**config.mk**
```make
export PLATFORM = sky130hd
export DESIGN_NAME = program_loader_flat
export DESIGN_NICKNAME = d
export VERILOG_FILES = /design/src/rtl/program_loader_if.sv /design/src/rtl/program_loader.sv /design/src/flat_wrapper.sv
export SDC_FILE = /design/constraint.sdc
export NUM_CORES = 1
export LEC_CHECK = 0
export ABC_AREA = 0
export BUFFER_PORTS_ARGS = -buffer_cell sky130_fd_sc_hd__buf_2
export CAP_MARGIN = 20
export CORE_ASPECT_RATIO = 1.1
export CORE_MARGIN = 8
export CORE_UTILIZATION = 62
export DETAILED_ROUTE_END_ITERATION = 16
export PLACE_DENSITY = 0.94
export SLEW_MARGIN = 30
export SYNTH_ARGS = -nofsm -noshare
export SYNTH_HDL_FRONTEND = slang
export SYNTH_SLANG_ARGS = --single-unit
```
**constraint.sdc**
```tcl
create_clock -name clk -period 3.4 [get_ports clk]
set_input_delay 0.17 -clock clk [delete_from_list [all_inputs] [get_ports clk]]
set_output_delay 0.17 -clock clk [all_outputs]
set_load 0.03 [all_outputs]
```
**src/rtl/program_loader_if.sv**
```systemverilog
// Byte-stream handshake and instruction-memory write bus for the program loader.
// The loader sits on the slave side; the byte source / memory sink is the master.
interface program_loader_if #(
    parameter int ADDR_W = 9
);
    logic              start;
    logic [7:0]        byte_in;
    logic              byte_valid;
    logic              byte_ready;
    logic              wr_en;
    logic [ADDR_W-1:0] wr_addr;
    logic [15:0]       wr_data;
    logic [ADDR_W:0]   word_count;
    logic              fin_file;
    logic              error;

    modport slave (
        input  start, byte_in, byte_valid,
        output byte_ready, wr_en, wr_addr, wr_data, word_count, fin_file, error
    );

    modport master (
        output start, byte_in, byte_valid,
        input  byte_ready, wr_en, wr_addr, wr_data, word_count, fin_file, error
    );
endinterface

```
**src/rtl/program_loader.sv**
```systemverilog
// Loads a length-prefixed, XOR-checksummed byte frame into instruction memory as
// big-endian 16-bit words starting at address 0, then flags completion or error.
module program_loader #(
    parameter int DEPTH  = 512,
    parameter int ADDR_W = 9
) (
    input  logic            clk,
    input  logic            rst,
    program_loader_if.slave bus
);

    typedef enum logic [2:0] {
        IDLE    = 3'd0,
        LEN_HI  = 3'd1,
        LEN_LO  = 3'd2,
        DATA_HI = 3'd3,
        DATA_LO = 3'd4,
        CHECK   = 3'd5,
        DONE    = 3'd6,
        ERR     = 3'd7
    } state_t;

    localparam logic [15:0]     DEPTH_W = 16'(DEPTH);
    localparam logic [ADDR_W:0] CNT_ONE = {{ADDR_W{1'b0}}, 1'b1};

    function automatic logic [7:0] xor_fold(input logic [7:0] acc, input logic [7:0] b);
        return acc ^ b;
    endfunction

    state_t            state_r;
    state_t            next_state_s;
    logic              restart_s;
    logic              accept_s;
    logic [15:0]       len_s;
    logic              len_bad_s;
    logic              last_word_s;
    logic              loading_s;

    logic              byte_ready_r;
    logic              wr_en_r;
    logic [ADDR_W-1:0] wr_addr_r;
    logic [15:0]       wr_data_r;
    logic [ADDR_W:0]   word_count_r;
    logic              fin_file_r;
    logic              error_r;
    logic [7:0]        acc_r;
    logic [7:0]        len_hi_r;
    logic [7:0]        hi_r;
    logic [ADDR_W:0]   len_r;

    assign accept_s    = bus.byte_valid & byte_ready_r;
    assign len_s       = {len_hi_r, bus.byte_in};
    assign len_bad_s   = (len_s == 16'd0) || (len_s > DEPTH_W);
    // word_count has already caught up with the previous write when DATA_LO is accepted
    assign last_word_s = (word_count_r == (len_r - CNT_ONE));

    // State register
    always_ff @(posedge clk) begin
        if (rst) begin
            state_r <= IDLE;
        end else begin
            state_r <= next_state_s;
        end
    end

    // Next-state logic and restart decode
    always_comb begin
        next_state_s = state_r;
        restart_s    = 1'b0;
        case (state_r)
            IDLE, DONE, ERR: begin
                if (bus.start) begin
                    next_state_s = LEN_HI;
                    restart_s    = 1'b1;
                end else begin
                    next_state_s = state_r;
                end
            end
            LEN_HI: begin
                if (accept_s) begin
                    next_state_s = LEN_LO;
                end else begin
                    next_state_s = state_r;
                end
            end
            LEN_LO: begin
                if (accept_s) begin
                    if (len_bad_s) begin
                        next_state_s = ERR;
                    end else begin
                        next_state_s = DATA_HI;
                    end
                end else begin
                    next_state_s = state_r;
                end
            end
            DATA_HI: begin
                if (accept_s) begin
                    next_state_s = DATA_LO;
                end else begin
                    next_state_s = state_r;
                end
            end
            DATA_LO: begin
                if (accept_s) begin
                    if (last_word_s) begin
                        next_state_s = CHECK;
                    end else begin
                        next_state_s = DATA_HI;
                    end
                end else begin
                    next_state_s = state_r;
                end
            end
            CHECK: begin
                if (accept_s) begin
                    if (bus.byte_in == acc_r) begin
                        next_state_s = DONE;
                    end else begin
                        next_state_s = ERR;
                    end
                end else begin
                    next_state_s = state_r;
                end
            end
            default: begin
                next_state_s = IDLE;
            end
        endcase
    end

    // byte_ready is registered from the next state so it depends on state alone
    always_comb begin
        loading_s = 1'b0;
        case (next_state_s)
            LEN_HI, LEN_LO, DATA_HI, DATA_LO, CHECK: loading_s = 1'b1;
            default:                                 loading_s = 1'b0;
        endcase
    end

    // Datapath: length capture, checksum accumulation, word assembly and write strobe
    always_ff @(posedge clk) begin
        if (rst) begin
            byte_ready_r <= 1'b0;
            wr_en_r      <= 1'b0;
            wr_addr_r    <= {ADDR_W{1'b0}};
            wr_data_r    <= 16'h0000;
            word_count_r <= {(ADDR_W+1){1'b0}};
            fin_file_r   <= 1'b0;
            error_r      <= 1'b0;
            acc_r        <= 8'h00;
            len_hi_r     <= 8'h00;
            hi_r         <= 8'h00;
            len_r        <= {(ADDR_W+1){1'b0}};
        end else begin
            byte_ready_r <= loading_s;
            fin_file_r   <= (next_state_s == DONE);
            error_r      <= (next_state_s == ERR);
            wr_en_r      <= 1'b0;
            if (restart_s) begin
                acc_r        <= 8'h00;
                word_count_r <= {(ADDR_W+1){1'b0}};
                wr_addr_r    <= {ADDR_W{1'b0}};
            end else begin
                if (accept_s && (state_r != CHECK)) begin
                    acc_r <= xor_fold(acc_r, bus.byte_in);
                end
                if (wr_en_r && (word_count_r < len_r)) begin
                    word_count_r <= word_count_r + CNT_ONE;
                end
                if (accept_s) begin
                    case (state_r)
                        LEN_HI:  len_hi_r <= bus.byte_in;
                        LEN_LO:  len_r    <= len_s[ADDR_W:0];
                        DATA_HI: hi_r     <= bus.byte_in;
                        DATA_LO: begin
                            wr_en_r   <= 1'b1;
                            wr_addr_r <= word_count_r[ADDR_W-1:0];
                            wr_data_r <= {hi_r, bus.byte_in};
                        end
                        default: begin
                        end
                    endcase
                end
            end
        end
    end

    assign bus.byte_ready = byte_ready_r;
    assign bus.wr_en      = wr_en_r;
    assign bus.wr_addr    = wr_addr_r;
    assign bus.wr_data    = wr_data_r;
    assign bus.word_count = word_count_r;
    assign bus.fin_file   = fin_file_r;
    assign bus.error      = error_r;

endmodule

```
**src/flat_wrapper.sv**
```systemverilog
// flat-port wrapper written by rule: the top's interface ports become plain ports
module program_loader_flat 
#(
    parameter int DEPTH  = 512,
    parameter int ADDR_W = 9
)
  (clk, rst, bus_start, bus_byte_in, bus_byte_valid, bus_byte_ready, bus_wr_en, bus_wr_addr, bus_wr_data, bus_word_count, bus_fin_file, bus_error);
  program_loader_if #(.ADDR_W(ADDR_W)) bus_i ();
  input  logic clk;
  input  logic rst;
  input wire logic [$bits(bus_i.start)-1:0] bus_start;
  input wire logic [$bits(bus_i.byte_in)-1:0] bus_byte_in;
  input wire logic [$bits(bus_i.byte_valid)-1:0] bus_byte_valid;
  output wire logic [$bits(bus_i.byte_ready)-1:0] bus_byte_ready;
  output wire logic [$bits(bus_i.wr_en)-1:0] bus_wr_en;
  output wire logic [$bits(bus_i.wr_addr)-1:0] bus_wr_addr;
  output wire logic [$bits(bus_i.wr_data)-1:0] bus_wr_data;
  output wire logic [$bits(bus_i.word_count)-1:0] bus_word_count;
  output wire logic [$bits(bus_i.fin_file)-1:0] bus_fin_file;
  output wire logic [$bits(bus_i.error)-1:0] bus_error;
  assign bus_i.start = bus_start;
  assign bus_i.byte_in = bus_byte_in;
  assign bus_i.byte_valid = bus_byte_valid;
  assign bus_byte_ready = bus_i.byte_ready;
  assign bus_wr_en = bus_i.wr_en;
  assign bus_wr_addr = bus_i.wr_addr;
  assign bus_wr_data = bus_i.wr_data;
  assign bus_word_count = bus_i.word_count;
  assign bus_fin_file = bus_i.fin_file;
  assign bus_error = bus_i.error;
  program_loader #(.DEPTH(DEPTH), .ADDR_W(ADDR_W)) u_core (.clk(clk), .rst(rst), .bus(bus_i));
endmodule
```
==> results.cfg <==
[logic_synthesis]
yosys_warnings = 0
seq_area_frac_synth_pct = 41.1
synthTopCellsByArea = dfxtp_1, nand2_1, a21oi_1
synthFlopType = dfxtp_1
syn_area_um2 = 3700
avgSynthCellArea_um2 = 8.27
ys_ff_latch = 76
ys_types = 54
synth_edf_count = 0
syn_nets = 471
async_flop_share_pct = 0
yosysTopAreaCell = dfxtp_1
synth_top_area_share_pct = 41.1
syn_inst = 447

[power]
power_density_nw_per_um2 = 445
combPwrFrac_pct = 5.6
ir_drop_uv = 543
power.internal_w = 0.00142
p_clk_share_pct = 45.2
p_total_w = 0.00185
seqPwrFrac_pct = 49.2
power.switching_w = 0.000434
p_leak_nw = 1.74
swShare_pct = 23.4

[route]
routedWlPerCell_um = 16.3
drc = 0
routed-via-count = 3310
drt_iter0_drc = 187
dr.pass1.iters = 5
drt.antenna.violating_nets = 0
viasPerCell = 5.91
wirelength_um = 9140

[min_path]
hp-start = bus_byte_in[1]
holdCritPathClass = in2reg

[cts]
hold_buffers = 0
cts_made_buffers = 9
clockBufferDepth = 2
path_clk_slew_ns = 0.08
ctsRootBufferMaster = clkbuf_8
cts_tree = yes
worst_skew_pair.late_latency_ns = 0.36
cts_resized = 0
clkSinkCount = 76
cts-htree-levels = 3
cts_setup_buffers = 0

[sta]
fin_crit_sh_pct = 75.3
max_freq_mhz = 390
rsz0062_at_grt = false
fin_tns_setup_ns = 0
finalHoldViolCount = 0
postLayoutSetupSlackWorst_ns = 0.839
finalMaxSlewViolations = 0
tightest_slew_ns = 0.939
fin_worst_skew_ns = 0.00756
maxSlewHeadroom_pct = 37.4
setup-violations-final = 0
min_period_ns = 2.56

[die]
io_pins = 51
rows = 29
die_area_um2 = 8700
core_um2 = 5770
die-width_um = 89.6
initial_core_util_pct = 64.1
die_y_um = 97.0

[grt]
grt_pass1_wl_um = 15200
grt_usage_pct = 22.1
grt_max_degree = 49
overflow = 0
grt_pass1_vias = 3220
grt_antenna_before_repair = 0

[placed_design]
place_congestion = 0.907
portBuffers = 50
place_ws_ns = 0.968
hpwlAfterDp_um = 6170

[final_layout]
fin_nets = 503
antenna_cells = 0
area_delta_synth_final_pct = 12.6
layout-drive-gt1-share_pct = 16.8
fillers = 420
final_cell_mix = nand2_1, dfxtp_1, buf_2
seqCellArea_um2 = 1520
final_common_cell = nand2_1
multi_input_comb_area_um2 = 1980

[outcome]
run_status = finished clean

[setup_path]
crit_path_end_kind = flip-flop
worstPathArrival_ns = 2.84
reg2reg_from = u_core.bus.word_count[7]
crit_path_start = u_core.bus.word_count[7]
crit_fanout = 16
start_kind = flip-flop
cp.required_ns = 3.67
critPathKind = reg2reg

[flow_run]
drv_cap = 0
## flip-flops by register name, summed over array words and instances, names as in the netlist, 3 cells and up
| register | count |
|---|---|
| u_core.bus.word_count | 10 |
| u_core.len_hi_r | 8 |
| u_core.state_r | 3 |
| u_core.hi_r | 8 |
| u_core.bus.wr_addr | 9 |
| u_core.len_r | 10 |
| u_core.acc_r | 8 |
| u_core.bus.wr_data | 16 |
## critical path, cell delays in order, from the launching register on
cell	delay, ns
dfxtp_1	0.52
ha_1	0.31
a21oi_1	0.17
nor2b_1	0.06
o21ai_1	0.17
nand3b_1	0.45
or4_1	0.64
a21oi_1	0.16
## per-stage QoR
step	instances	instance area (um^2)	utilization, %	hold WS (ns)
after CTS	560	4160	72.2	0.129
final	560	4160	72.2	0.143
after global placement	545	3930	68.1	0.439
after detailed placement	545	3930	68.1	0.443
after floorplan	447	3700	-	0.432
after global routing	560	4160	72.2	0.138
## final cells by class
type                            instances  area share [%]
Multi-Input combinational cell        325            47.7
Inverter                               14            1.26
Clock buffer                            9            2.97
Tap cell                               77            2.31
Timing Repair Buffer                   53            6.55
Sequential cell                        76            36.5
Clock inverter                          6            2.70
## worst paths after layout
check | depth (start not counted) | end | slack, ns
setup reg to reg | 7 | u_core.bus.word_count[5] | 0.84
hold reg to reg | 2 | u_core.bus.wr_addr[3] | 0.45
setup / recovery | 7 | u_core.bus.word_count[5] | 0.84
hold / removal | 3 | u_core.bus.wr_data[1] | 0.14
## power groups by stage
stage / logic [W] / clock network (W) / registers [W]
finish: 0.000105 / 0.000838 / 0.000911
global route: 0.000113 / 0.000874 / 0.000913
CTS: 0.000104 / 0.000839 / 0.000911
detailed placement: 0.000102 / 0 / 0.000931
global placement: 0.0000996 / 0 / 0.000931
floorplan: 0.0000792 / 0 / 0.000930
## cells in the mapped netlist, types with 5 or more instances
cell type   n
ha_1       12
xnor2_1    14
nor2_1     41
nand3_1     5
nor3_1     10
xor2_1     15
inv_1      13
buf_2       9
clkbuf_1   20
o21ai_0    15
mux2i_1    19
a21oi_1    46
dfxtp_1    76
o31ai_1     6
or4_1       7
nand2_1    78
nand4_1     9
## kinds of logic after synthesis
| family | synth area share (%) |
|---|---|
| XOR/XNOR | 7.31 |
| AO/OA/AOI/OAI | 13.1 |
| multiplexers | 5.75 |
| adder cells (fa/ha/maj) | 4.06 |
| flip-flops | 41.1 |
| buffers and inverters | 5.21 |
| AND/OR/NAND/NOR | 23.4 |
## per-layer routing
| metal | track usage (%) | routed length, um | vias to the layer above |
|---|---|---|---|
| li1 | - | - | 1592 |
| met1 | 24.3 | 3590 | 1550 |
| met2 | 37.3 | 4670 | 141 |
| met3 | 5.92 | 601 | 27 |
| met4 | 11.0 | 278 | 0 |
| met5 | 0 | 0 | - |
Note: power is estimated with default switching activity, not from simulation.
